**src/rtl/ay_bus_sequencer.sv**
```systemverilog
// ay_bus_sequencer: sole driver of the YM2149 bus pins (DA, BDIR, BC1).
// Merges CPU port-14/15 writes with a register-player requester and emits
// every write as an atomic latch-address / write-data / gap sequence so the
// PSG address latch can never be clobbered by the other requester.
module ay_bus_sequencer #(
  parameter int unsigned PHASE_CE = 1
) (
  input  logic       clk,
  input  logic       reset_n,
  input  logic       ce,
  input  logic       cpu_a0,
  input  logic [7:0] cpu_data,
  input  logic       cpu_wren,
  input  logic       pl_req,
  input  logic [3:0] pl_reg,
  input  logic [7:0] pl_data,
  output logic       pl_ack,
  output logic [7:0] ay_data,
  output logic       ay_bdir,
  output logic       ay_bc1,
  output logic       busy,
  input  logic       ovf_clr,
  output logic       cpu_ovf
);

  localparam logic [3:0] LAST_CE = 4'(PHASE_CE - 1);

  typedef enum logic [1:0] {
    IDLE = 2'd0,
    ADDR = 2'd1,
    DATA = 2'd2,
    GAP  = 2'd3
  } state_t;

  state_t     state, state_next;
  logic [3:0] cnt, cnt_next;
  logic [3:0] cpu_addr, cpu_addr_next;
  logic       pend_valid, pend_valid_next;
  logic [3:0] pend_reg, pend_reg_next;
  logic [7:0] pend_data, pend_data_next;
  logic [3:0] txn_reg, txn_reg_next;
  logic [7:0] txn_data, txn_data_next;
  logic       pl_ack_next;
  logic       cpu_ovf_next;
  logic       ovf_set;
  logic       cpu_data_wr;
  logic [7:0] ay_data_next;
  logic       ay_bdir_next;
  logic       ay_bc1_next;
  logic       busy_next;

  assign cpu_data_wr = cpu_wren & ~cpu_a0;

  // Next-state, arbitration, CPU pending slot and registered-output values
  always_comb begin
    state_next      = state;
    cnt_next        = cnt;
    cpu_addr_next   = cpu_addr;
    pend_valid_next = pend_valid;
    pend_reg_next   = pend_reg;
    pend_data_next  = pend_data;
    txn_reg_next    = txn_reg;
    txn_data_next   = txn_data;
    pl_ack_next     = 1'b0;
    ovf_set         = 1'b0;
    ay_data_next    = 8'h00;
    ay_bdir_next    = 1'b0;
    ay_bc1_next     = 1'b0;

    case (state)
      IDLE: begin
        // A CPU data strobe arriving this edge holds the player off so the
        // CPU write that was issued at the same time is still served first.
        if (pend_valid) begin
          state_next      = ADDR;
          cnt_next        = 4'd0;
          txn_reg_next    = pend_reg;
          txn_data_next   = pend_data;
          pend_valid_next = 1'b0;
        end else if (pl_req && !cpu_data_wr) begin
          state_next    = ADDR;
          cnt_next      = 4'd0;
          txn_reg_next  = pl_reg;
          txn_data_next = pl_data;
          pl_ack_next   = 1'b1;
        end
      end
      ADDR, DATA, GAP: begin
        if (ce) begin
          if (cnt == LAST_CE) begin
            cnt_next = 4'd0;
            case (state)
              ADDR:    state_next = DATA;
              DATA:    state_next = GAP;
              default: state_next = IDLE;
            endcase
          end else begin
            cnt_next = cnt + 4'd1;
          end
        end
      end
      default: begin
        state_next = IDLE;
        cnt_next   = 4'd0;
      end
    endcase

    // The pending slot is tested after the grant so a slot freed on this
    // edge can take the new write without flagging an overflow.
    if (cpu_wren) begin
      if (cpu_a0) begin
        cpu_addr_next = cpu_data[3:0];
      end else if (!pend_valid_next) begin
        pend_valid_next = 1'b1;
        pend_reg_next   = cpu_addr;
        pend_data_next  = cpu_data;
      end else begin
        ovf_set = 1'b1;
      end
    end

    if (ovf_set) begin
      cpu_ovf_next = 1'b1;
    end else if (ovf_clr) begin
      cpu_ovf_next = 1'b0;
    end else begin
      cpu_ovf_next = cpu_ovf;
    end

    case (state_next)
      ADDR: begin
        ay_bdir_next = 1'b1;
        ay_bc1_next  = 1'b1;
        ay_data_next = {4'h0, txn_reg_next};
      end
      DATA: begin
        ay_bdir_next = 1'b1;
        ay_bc1_next  = 1'b0;
        ay_data_next = txn_data_next;
      end
      default: begin
        ay_bdir_next = 1'b0;
        ay_bc1_next  = 1'b0;
        ay_data_next = 8'h00;
      end
    endcase

    busy_next = (state_next != IDLE) | pend_valid_next;
  end

  // State, datapath and output registers; reset drops the bus immediately
  always_ff @(posedge clk or negedge reset_n) begin
    if (!reset_n) begin
      state      <= IDLE;
      cnt        <= 4'd0;
      cpu_addr   <= 4'd0;
      pend_valid <= 1'b0;
      pend_reg   <= 4'd0;
      pend_data  <= 8'h00;
      txn_reg    <= 4'd0;
      txn_data   <= 8'h00;
      pl_ack     <= 1'b0;
      cpu_ovf    <= 1'b0;
      ay_data    <= 8'h00;
      ay_bdir    <= 1'b0;
      ay_bc1     <= 1'b0;
      busy       <= 1'b0;
    end else begin
      state      <= state_next;
      cnt        <= cnt_next;
      cpu_addr   <= cpu_addr_next;
      pend_valid <= pend_valid_next;
      pend_reg   <= pend_reg_next;
      pend_data  <= pend_data_next;
      txn_reg    <= txn_reg_next;
      txn_data   <= txn_data_next;
      pl_ack     <= pl_ack_next;
      cpu_ovf    <= cpu_ovf_next;
      ay_data    <= ay_data_next;
      ay_bdir    <= ay_bdir_next;
      ay_bc1     <= ay_bc1_next;
      busy       <= busy_next;
    end
  end

endmodule

```
**config.mk**
```make
export PLATFORM = sky130hd
export DESIGN_NAME = ay_bus_sequencer
export DESIGN_NICKNAME = d
export VERILOG_FILES = /design/src/rtl/ay_bus_sequencer.sv
export SDC_FILE = /design/constraint.sdc
export NUM_CORES = 1
export LEC_CHECK = 0
export CAP_MARGIN = 20
export CORE_MARGIN = 5
export CORE_UTILIZATION = 51
export DETAILED_ROUTE_END_ITERATION = 7
export MAX_ROUTING_LAYER = met4
export PLACE_DENSITY = 0.75
export SYNTH_ARGS = -nofsm -noshare
export SYNTH_HDL_FRONTEND = slang
export SYNTH_SLANG_ARGS = --single-unit
```
**constraint.sdc**
```tcl
create_clock -name clk -period 2.7 [get_ports clk]
set_clock_uncertainty 0.2 [all_clocks]
set_input_delay 0.675 -clock clk [delete_from_list [all_inputs] [get_ports clk]]
set_output_delay 0.675 -clock clk [all_outputs]
set_load 0.03 [all_outputs]
```
==> impl_metrics.json <==
{
  "hold_path_class": "register to register",
  "start_kind": "input port",
  "syn_inst": 171,
  "n_antenna_cell": 0,
  "synth_area_mm2": 0.002127,
  "grt_pass1_vias": 1625,
  "synth_ff_type": "dfrtp_1",
  "finalCritPeriodShare": 0.9494,
  "io_buffer_count": 39,
  "fmax_mhz": 390.1,
  "wl_per_cell_um": 16.92,
  "antenna_found_initial": 0,
  "grt_usage": 0.1914,
  "async_flop_share": 1.000,
  "wl_met2_um": 2350,
  "fin_nets": 259,
  "p_leak_nw": 1.220,
  "hpwl_um": 3585,
  "drc": 0,
  "grt_start_max_net_pins": 40,
  "routabilityCongestion": 0.7711,
  "reg_top3": "ay_data (8), pend_data (8), txn_data (8)",
  "die_h_um": 74.58,
  "die-area_mm2": 0.005562,
  "ys_warn_count": 0,
  "vias": 1532,
  "ir_drop_mv": 0.6278,
  "final_cell_mix": "dfrtp_1 (48), clkdlybuf4s50_1 (38), inv_1 (13), buf_4 (13), nand2_1 (11)",
  "hold_ws_ns": 0.2825,
  "hold_start": "pend_data[6]$_DFFE_PN0P_",
  "power_mw": 3.115,
  "end_kind": "register",
  "min_period_ns": 2.563,
  "syn_avg_cell_area_um2": 12.44,
  "grt_remaining_overflow": 0,
  "cp.required_ns": 2.68,
  "io_pins": 40,
  "final_common_cell": "dfrtp_1",
  "start_util": 0.5280,
  "area_delta_synth_final_pct": 29.59,
  "drt-met1-wl_um": 1986,
  "power_density_mw_per_mm2": 1130,
  "slew_headroom": 0.4305,
  "hold_viol_final": 0,
  "htreeDepth": 2,
  "firstDrtPassIters": 4,
  "wl_met3_um": 251,
  "clk_latency_ns": 0.29,
  "dr.first_iter.drc_count": 71,
  "worstSetupPathType": "input port to register",
  "synth_seq_cells": 48,
  "setup_viol": 0,
  "rrSetupSlack_ns": 0.15,
  "coreArea_mm2": 0.004029,
  "hold_depth": 1,
  "reg2reg_depth": 9,
  "cp_max_fo": 5,
  "rsz0062_at_grt": "false",
  "die_x_um": 74.58,
  "rows": 23,
  "cts_root_buf": "clkbuf_8",
  "cts_buffer_depth": 2,
  "r2r_start": "state[1]$_DFF_PN0_",
  "drv_cap": 0,
  "grt_pass1_wl_um": 7686,
  "slew_violations": 0,
  "critPathArrivalTime_ns": 2.55,
  "drt_wl_total_um": 4635,
  "cts.sinks": 48,
  "routed.top_layer": "met4",
  "hold-path-endpoint": "pend_data[6]$_DFFE_PN0P_",
  "detail-route-antenna-nets": 0,
  "cts_tree": "built",
  "routed_via_density": 5.591,
  "outcome": "completed",
  "fillers": 298,
  "clkTransAtPathRegs_ns": 0.08,
  "synth_edf_count": 0,
  "r2r_end": "ay_data[0]$_DFF_PN0_",
  "drive_gt1_frac": 0.1964,
  "cts_buffers": 5,
  "ys_seq_area_frac": 0.5647,
  "synth_nets": 205,
  "ys_types": 45,
  "tightest_slew_ns": 0.8542
}
-- worst max-delay path: stages --
cell and delay, ns:
clkdlybuf4s50_1 0.43, and2_1 0.20, a21o_4 0.23, nor2_4 0.11, a22oi_1 0.11, ha_1 0.33
nand2_1 0.16, o32ai_1 0.30
-- how the worst max path moves through the flow --
stage / endpoint / slack [ns] / start / cells after the start
floorplan: ay_data[0]$_DFF_PN0_ / 0.25 / cpu_a0 / 9
global placement: ay_data[6]$_DFF_PN0_ / -0.02 / pl_req / 9
detailed placement: ay_data[3]$_DFF_PN0_ / -0.17 / ce / 9
CTS: ay_data[3]$_DFF_PN0_ / 0.06 / cnt[0]$_DFFE_PN0P_ / 10
global route: ay_data[1]$_DFF_PN0_ / 0.004 / state[1]$_DFF_PN0_ / 9
finish: ay_data[0]$_DFF_PN0_ / 0.14 / pl_req / 8
-- cell usage after synthesis (2+ instances only) --
cell type,count,area share
dfrtp_1,48,0.56
and2_1,3,0.0088
o41ai_1,3,0.012
mux2_2,7,0.037
and3_1,3,0.0088
a22o_1,2,0.0082
nor2b_1,4,0.012
mux2_1,8,0.042
o32ai_1,8,0.033
or4_1,2,0.0071
nand2b_1,6,0.018
buf_4,2,0.0071
a21oi_1,3,0.0071
inv_1,13,0.023
nor2_1,6,0.011
buf_2,2,0.0047
nor2_2,4,0.012
ha_1,7,0.041
o221ai_2,2,0.014
nand2_1,11,0.019
a2bb2oi_1,3,0.012
-- stage by stage --
stage / utilization / std cells / TNS (ns) / area, um^2 / worst slack (ns)
3_3_place_gp: 0.6543 / 268 / -0.1012 / 2636 / -0.02282
6_report: 0.6842 / 274 / 0 / 2756 / 0.1366
2_1_floorplan: - / 171 / 0 / 2127 / 0.2539
5_1_grt: 0.6842 / 274 / 0 / 2756 / 0.004060
4_1_cts: 0.6789 / 274 / 0 / 2735 / 0.06455
3_5_place_dp: 0.6543 / 268 / -1.036 / 2636 / -0.1741
-- layout make-up --
cell class                 count  area (um^2)  share of cell area
inverter                      13        48.80             0.01770
timing repair buffer          52        483.0              0.1752
sequential                    48         1201              0.4358
tap                           50        62.56             0.02270
multi-input combinational    105        862.1              0.3128
clock inverter                 1        30.03             0.01089
clock buffer                   5        68.82             0.02497
-- report_power, final --
| group | total [mW] | internal [mW] | switching, mW | leakage (nW) |
|---|---|---|---|---|
| combinational | 1.47 | 0.688 | 0.777 | 0.590 |
| sequential | 1.17 | 1.01 | 0.155 | 0.580 |
| clock | 0.483 | 0.266 | 0.217 | 0.0501 |
-- routing by layer --
metal / track usage / vias up
met4: 0.04150 / 0
met3: 0.05270 / 6
met5: - / -
li1: - / 715
met1: 0.2421 / 770
met2: 0.3093 / 41
-- cells by family (layout without fill, tap and decap cells) --
kind of cell | Yosys count | count (layout) | share of synthesized area
AND/OR/NAND/NOR | 49 | 49 | 0.1335
flip-flops | 48 | 48 | 0.5647
AO/OA/AOI/OAI | 33 | 33 | 0.1371
buffers and inverters | 18 | 71 | 0.04000
multiplexers | 15 | 15 | 0.07942
adder cells (fa/ha/maj) | 7 | 7 | 0.04117
XOR/XNOR | 1 | 1 | 0.004118
-- timing repair --
action / in CTS / in global routing
buffers inserted: 0 / 0
resized for setup: 0 / 4
endpoints found under the setup margin: 0 / 8
hold buffers: 0 / 0
(Power assumes the default switching activity.)
